## src/rtl/ysyx_23060187_alu_mc.sv

```systemverilog
// Handshaked multi-cycle EX-stage ALU: logic/shift/add/compare ops finish in one cycle,
// unsigned multiply/divide/remainder iterate one bit per cycle.
module ysyx_23060187_alu_mc #(
    parameter int W = 32
) (
    input  logic         clk,
    input  logic         rst_n,
    input  logic         flush,
    input  logic         in_valid,
    output logic         in_ready,
    input  logic [3:0]   alu_ctrl,
    input  logic [W-1:0] opnum1,
    input  logic [W-1:0] opnum2,
    output logic         out_valid,
    input  logic         out_ready,
    output logic [W-1:0] result,
    output logic         zero,
    output logic         cout
);
    localparam int SHW = $clog2(W);

    typedef enum logic [1:0] {IDLE, BUSY, DONE} state_t;

    state_t         state_q;
    logic [SHW-1:0] cnt_q;
    logic           fin_q;
    logic           dz_q;
    logic [3:0]     op_q;
    logic [2*W-1:0] prod_q;
    logic [W-1:0]   opnd_q;
    logic [W-1:0]   quo_q;
    logic [W-1:0]   rem_q;
    logic [W-1:0]   result_q;
    logic           zero_q;
    logic           cout_q;

    logic [W:0]     add_s;
    logic [W:0]     sub_s;
    logic [SHW-1:0] shamt;
    logic [W-1:0]   fast_res;
    logic           fast_cout;
    logic           is_mc;
    logic [W:0]     mul_sum;
    logic [2*W-1:0] mul_next;
    logic [W:0]     div_sh;
    logic [W:0]     div_diff;
    logic [W-1:0]   mc_res;

    assign add_s = {1'b0, opnum1} + {1'b0, opnum2};
    assign sub_s = {1'b0, opnum1} + {1'b0, ~opnum2} + {{W{1'b0}}, 1'b1};
    assign shamt = opnum2[SHW-1:0];
    assign is_mc = (alu_ctrl >= 4'd10) && (alu_ctrl <= 4'd13);

    always_comb begin
        fast_res  = '0;
        fast_cout = 1'b0;
        case (alu_ctrl)
            4'd0: fast_res = opnum1 & opnum2;
            4'd1: fast_res = opnum1 | opnum2;
            4'd2: begin fast_res = add_s[W-1:0]; fast_cout = add_s[W]; end
            4'd3: fast_res = opnum1 << shamt;
            4'd4: fast_res = opnum1 >> shamt;
            4'd5: fast_res = opnum1 ^ opnum2;
            4'd6: begin fast_res = sub_s[W-1:0]; fast_cout = sub_s[W]; end
            4'd7: fast_res = $signed(opnum1) >>> shamt;
            4'd8: fast_res = {{(W-1){1'b0}}, $signed(opnum1) < $signed(opnum2)};
            4'd9: fast_res = {{(W-1){1'b0}}, opnum1 < opnum2};
            default: fast_res = '0;
        endcase
    end

    // Shift-add: multiplier sits in the low half and is consumed LSB first.
    assign mul_sum  = {1'b0, prod_q[2*W-1:W]} + (prod_q[0] ? {1'b0, opnd_q} : {(W+1){1'b0}});
    assign mul_next = {mul_sum, prod_q[W-1:1]};

    // Restoring division: trial-subtract the divisor from the shifted partial remainder.
    assign div_sh   = {rem_q, quo_q[W-1]};
    assign div_diff = div_sh - {1'b0, opnd_q};

    always_comb begin
        case (op_q)
            4'd10:   mc_res = prod_q[W-1:0];
            4'd11:   mc_res = prod_q[2*W-1:W];
            4'd12:   mc_res = quo_q;
            default: mc_res = rem_q;
        endcase
    end

    always_ff @(posedge clk or negedge rst_n) begin
        if (!rst_n) begin
            state_q  <= IDLE;
            cnt_q    <= '0;
            fin_q    <= 1'b0;
            dz_q     <= 1'b0;
            op_q     <= '0;
            prod_q   <= '0;
            opnd_q   <= '0;
            quo_q    <= '0;
            rem_q    <= '0;
            result_q <= '0;
            zero_q   <= 1'b1;
            cout_q   <= 1'b0;
        end else if (flush) begin
            state_q <= IDLE;
            fin_q   <= 1'b0;
        end else begin
            case (state_q)
                IDLE: begin
                    if (in_valid) begin
                        op_q <= alu_ctrl;
                        if (is_mc) begin
                            state_q <= BUSY;
                            fin_q   <= 1'b0;
                            opnd_q  <= opnum2;
                            prod_q  <= {{W{1'b0}}, opnum1};
                            if (alu_ctrl[2] && (opnum2 == '0)) begin
                                dz_q  <= 1'b1;
                                cnt_q <= '0;
                                quo_q <= '1;
                                rem_q <= opnum1;
                            end else begin
                                dz_q  <= 1'b0;
                                cnt_q <= SHW'(W - 1);
                                quo_q <= opnum1;
                                rem_q <= '0;
                            end
                        end else begin
                            state_q  <= DONE;
                            result_q <= fast_res;
                            zero_q   <= (fast_res == '0);
                            cout_q   <= fast_cout;
                        end
                    end
                end
                BUSY: begin
                    if (fin_q) begin
                        state_q  <= DONE;
                        fin_q    <= 1'b0;
                        result_q <= mc_res;
                        zero_q   <= (mc_res == '0);
                        cout_q   <= 1'b0;
                    end else begin
                        if (!dz_q) begin
                            if (op_q[2]) begin
                                if (!div_diff[W]) begin
                                    rem_q <= div_diff[W-1:0];
                                    quo_q <= {quo_q[W-2:0], 1'b1};
                                end else begin
                                    rem_q <= div_sh[W-1:0];
                                    quo_q <= {quo_q[W-2:0], 1'b0};
                                end
                            end else begin
                                prod_q <= mul_next;
                            end
                        end
                        if (cnt_q == '0) fin_q <= 1'b1;
                        else             cnt_q <= cnt_q - 1'b1;
                    end
                end
                DONE: begin
                    if (out_ready) state_q <= IDLE;
                end
                default: state_q <= IDLE;
            endcase
        end
    end

    assign in_ready  = (state_q == IDLE);
    assign out_valid = (state_q == DONE);
    assign result    = result_q;
    assign zero      = zero_q;
    assign cout      = cout_q;
endmodule

```

## config.mk

```make
export PLATFORM = sky130hd
export DESIGN_NAME = ysyx_23060187_alu_mc
export DESIGN_NICKNAME = d
export VERILOG_FILES = /design/src/rtl/ysyx_23060187_alu_mc.sv
export SDC_FILE = /design/constraint.sdc
export NUM_CORES = 1
export LEC_CHECK = 0
export ABC_AREA = 0
export BUFFER_PORTS_ARGS = -buffer_cell sky130_fd_sc_hd__clkbuf_2
export CAP_MARGIN = 25
export CORE_AREA = 5 5 225 227
export DETAILED_ROUTE_END_ITERATION = 8
export DIE_AREA = 0 0 230 232
export PLACE_DENSITY = 0.75
export SYNTH_ARGS = -nofsm -noshare
export SYNTH_HDL_FRONTEND = slang
export SYNTH_SLANG_ARGS = --single-unit
export TNS_END_PERCENT = 1
```

## constraint.sdc

```tcl
create_clock -name clk -period 3.6 [get_ports clk]
set_input_delay 0.72 -clock clk [delete_from_list [all_inputs] [get_ports clk]]
set_output_delay 0.72 -clock clk [all_outputs]
set_load 0.005 [all_outputs]
```

# Word level (Yosys, flattened, before mapping)
# Index checks and enable logic that the tools add are counted.
[word_totals]
register_bits = 207
in_bits = 73
output_inout_bits = 36
word_cells = 132
[op_classes]
addsub = 6
n_lt_le_gt_ge = 4
eq_ne = 27
shift = 3
muxes = 57
bitwise = 5
n_reduce_logical = 18
[op_table]
columns = ["op", "count"]
rows = [
  ["$mux 32", 17],
  ["$mux 64", 5],
  ["$pmux 32 s10", 1],
  ["$pmux 32 s2", 3],
  ["$pmux 64 s2", 1],
  ["$add 32x32->33", 3],
  ["$logic_not 32->1", 3],
  ["$pmux 32 s3", 1],
  ["$lt 32x32->1", 2],
  ["$add 33x1->33 const B", 1],
  ["$sub 33x32->33", 1],
  ["$and 32x32->32", 1],
  ["$not 32->32", 1],
  ["$or 32x32->32", 1],
  ["$shl 32x5->32", 1],
  ["$shr 32x5->32", 1],
  ["$sshr 32x5->32", 1],
  ["$xor 32x32->32", 1],
  ["$mux 5", 5],
  ["$eq 4x4->1 const B", 5],
  ["$eq 4x3->1 const B", 4],
  ["$ne 2x2->1 const B", 8],
  ["$reduce_and 7->1", 2],
  ["$mux 1", 13],
  ["other kinds (25)", 38],
]

# Depth between registers and ports, before layout
[depth]
ltp_word = 8
ltp_mapped = 20

# Worst setup path before layout
# OpenSTA, ideal clock, no wires.
[synth_timing]
path_kind = "input-to-reg"
start = "input port opnum2[1]"
end = "register zero_q (netlist: zero)"
setup_time_ns = 0.086
t_arrival_ns = 5.855
required_ns = 3.514
slack_ns = -2.341
path_stages = 20
path_buffers = 5
path_cell_list = "buf_2 inv_2 buf_2 buf_1 clkbuf_1 clkbuf_1 ha_1 a211oi_1 nor4_1 o21a_1 o21ba_2 nor2_1 o221a_2 o211ai_1 or4b_1 or4_1 or4_1 nor4_1 nand4b_1 o31ai_2"
[synth_between]
elab_chain_len = 8
word_cells_on_any_way = 17
cone_classes = "3 x add/sub; 2 x order compare; 3 x shift; 4 x mux; 4 x bitwise; 1 x reduce/logical"
[synth_lines]
columns = ["item", "line_no", "rtl"]
rows = [
  ["from (decl)", "13", "input logic [W-1:0] opnum2,"],
  ["$not 32->32", "50", "assign sub_s = {1'b0, opnum1} + {1'b0, ~opnum2} + {{W{1'b0}}, 1'b1};"],
  ["$add 32x32->33", "50", ""],
  ["$add 33x1->33", "50", ""],
  ["$pmux 32 s10 (*)", "57", "case (alu_ctrl)"],
  ["$logic_not 32->1 (*)", "130", "zero_q <= (fast_res == '0);"],
  ["$mux 1 (*)", "111", "if (is_mc) begin"],
  ["$mux 1 (*)", "109", "if (in_valid) begin"],
  ["$pmux 1 s2 (*)", "107", "case (state_q)"],
  ["to (signal assigned)", "130", ""],
  ["to (signal assigned)", "140", "zero_q <= (mc_res == '0);"],
  ["to (decl)", "34", "logic zero_q;"],
]
# Mark *: on every way between the ends. The rest lies on a longest branch, timed or not. The select of a mux whose other input is x is not followed.
# A chain may end at the register's enable or synchronous reset.

# Worst setup path in the final report
[layout_timing]
start = "input port opnum2[0]"
end = "register zero_q (netlist: zero)"
# The elaborated chain is that of the path after synthesis.

==> flow_summary.toml <==
[cts]
htree_levels = 1
cts.clk_slew.worst_paths_ps = 70
cts_hold_buf = 0
cts_buffers = 23
root_buffer = "clkbuf_16"
cts_tree = "yes"
ctsLongestPathBuffers = 3
clock-sinks = 207
clock_latency_ps = 550

[timing]
rsz0062_at_grt = "true"
worst_pin_slew_ps = 972.7
tns_ps = -4393
timing.final.crit_share_pct = 128.0
setup_violations = 19
finalHoldViolations = 0
setup_ws_ps = -1006
slew_violations = 0
finClkSkew_ps = 30.67
period_needed_ps = 4606
relSlewSlack_pct = 34.95
fmax_ghz = 0.2171

[routing]
vias = 28010
route.met2.wl_mm = 48.38
ant_nets = 0
drc = 0
dr.pass1.iters = 6
m1WireLength_mm = 46.22
wl_mm = 114.7
wire_per_inst_um = 26.16
vias_per_cell = 6.389
top_layer = "met4"
first_iter_violations = 3635
wl_met3_mm = 10.70

[cells_and_area]
drive_gt1_share_pct = 31.48
final_area_um2 = 31480
layout.nets = 3989
syn2layout_area_growth_pct = 36.94
instances_no_fill = 4384

[run]
max_cap_viol_count = 0

[global_route]
grt_pass1_vias = 26530
grtUsageTotal_pct = 41.22
grt_start_max_net_pins = 112
grt.overflow.total = 0
grt_pass1_wl_mm = 168.8
antenna_found_initial = 1

[place]
routabilityCongestion = 1.129
port_buffers = 108
dp.cells = 4339
placed_area_um2 = 30000
dp_hpwl_mm = 91.32

[logic_synthesis]
synth-edff-count = 0
syn_nets = 3244
yosys_warnings = 0
synth_top_area_share_pct = 22.43
synthTopCellsByCount = "nand2_1, o21ai_0, nor2_1, a21oi_1, dfrtp_1"
yosys-top-cells-area = "dfrtp_1, ha_1, o21ai_0"
synth_most_common_cell = "nand2_1"
yosysTopAreaCell = "dfrtp_1"
synth_area_um2 = 22980
yosysSeqAreaShare_pct = 22.54
syn_avg_cell_area_um2 = 7.659
ys_seq_elements = 207
synth_top_flop_cell = "dfrtp_1"
synth_cell_type_count = 96
async_reset_ff_share_pct = 100.0
synth_cells = 3001

[critical_path]
critPathMaxFanout = 4
endpoint_kind = "flip-flop"
crit_type = "in2reg"
start_kind = "input pin"
cp.required_ps = 4070
arrival_ps = 5070

[worst_hold_path]
hp-class = "in2async"

[power_and_ir_drop]
cellPowerDensity_nw_per_um2 = 406.5
p_leak_nw = 15.29
ir_drop_v = 0.0004270
power_w = 0.01279

[floorplan]
placementRows = 81
fp.dieW_um = 230
die_area_um2 = 53360
io_pins = 109
start_util_pct = 47.45
fp.dieH_um = 232
core_um2 = 48440

[outcome]
status = "complete, but fails checks"
violations = "setup timing"
-- worst max-delay path, cell delays in order --
cell and delay, ps:
buf_4 170, buf_4 150, ha_1 200, inv_1 80, fa_1 210, nand2b_1 90
a221o_1 370, a21oi_2 150, nor2_1 70, a221o_1 340, o21a_1 200, nor4_4 290
or4b_4 550, or4_1 410, or4_1 430, nor4_2 290, nand4b_1 150, o31ai_2 200
-- sequential cells by signal, indices dropped and copies added, names as in the netlist --
signal	count
cnt_q	5
cout	1
dz_q	1
fin_q	1
op_q	4
opnd_q	32
prod_q	64
quo_q	32
rem_q	32
result	32
state_q	2
zero	1
-- what timing repair did --
item	CTS	global route
cloned	0	1
gates resized for setup	85	83
endpoints found under the setup margin	58	60
pin swaps	13	25
buffers inserted	0	2
-- kinds of logic (layout without fill, tap and decap cells) --
logic type | after synthesis | count (layout) | share of synthesized area (%)
buffers and inverters | 381 | 1141 | 6.560
multiplexers | 182 | 182 | 10.73
AND/OR/NAND/NOR | 958 | 958 | 19.00
flip-flops | 207 | 207 | 22.54
adder cells (fa/ha/maj) | 170 | 170 | 9.385
AO/OA/AOI/OAI | 1039 | 1039 | 29.34
XOR/XNOR | 64 | 64 | 2.439
other | 0 | 1 | 0
-- final timing paths --
path / startpoint / end / cells past startpoint / slack [ps]
worst max-delay path: opnum2[0] / zero / 18 / -1010
worst min-delay path: rst_n / prod_q[40] / 1 / 190
worst max register to register: rem_q[6] / rem_q[2] / 14 / -260
worst min register to register: result[6] / result[6] / 2 / 480
max in group asynchronous: rst_n / zero / 2 / 2570
min in group clk: out_ready / state_q[1] / 2 / 370
-- layout make-up --
type                    count  area (um2)
repair buffers            939        7129
clock buffers              33       653.1
diodes                      1       2.502
well taps                 622       778.2
fillers                  4212       16970
flip-flops and latches    207        5182
clock inverters             7       101.3
inverters                 162       615.6
multi-input cells        2413       17010
-- per-stage QoR --
step / setup WS (ps) / hold WS (ps) / utilization [%]
after global routing: -1142 / 242.5 / 64.97
final: -1006 / 186.8 / 64.97
after CTS: -958.7 / 221.7 / 64.21
after floorplan: -1212 / 424.4 / -
after global placement: -1735 / 452.0 / 61.93
after detailed placement: -1844 / 460.8 / 61.93
-- metal layers --
metal,GRT usage [%],up-vias
li1,-,12540
met3,5.943,391
met5,0,-
met1,55.87,13350
met2,62.41,1726
met4,25.29,0
-- cells in the final DEF, fill, tap and decap left out, types with 12 or more instances in the layout --
master     Yosys  final
xor2_1        28     28
ha_1         166    158
buf_12         1     21
o21ai_0      297    259
a21o_1        56     56
o21a_1        22     22
o31ai_1       26     23
a21oi_2        0     12
and3_1        20     20
buf_4          2    803
nor4_1        26     18
mux4_2        45     45
nor2b_1       28     25
a31oi_1       19     18
nand4_1       19     19
nand3_1       42     41
mux2i_1      108    105
a22oi_1       15     15
a22o_1        29     29
a21oi_1      251    238
o22ai_1       48     48
inv_1        158    155
xnor2_1       36     35
nand2_1      347    344
nor3_1        62     57
clkbuf_16      0     24
a221oi_1      26     19
mux2_2        24     24
a211oi_1      37     31
nand2b_1      30     30
clkbuf_2       0    103
a221o_1       30     30
o21ai_1        2     31
o211ai_1      22     22
and2_1        43     43
o221ai_1      22     17
nor2_1       286    284
dfrtp_1      206    205
-- report_power, final --
| group | internal, W | switching (W) | total (W) |
|---|---|---|---|
| registers | 0.00290 | 0.000496 | 0.00340 |
| logic | 0.00314 | 0.00381 | 0.00695 |
| clock network | 0.00141 | 0.00103 | 0.00244 |
(Power assumes the default switching activity.)
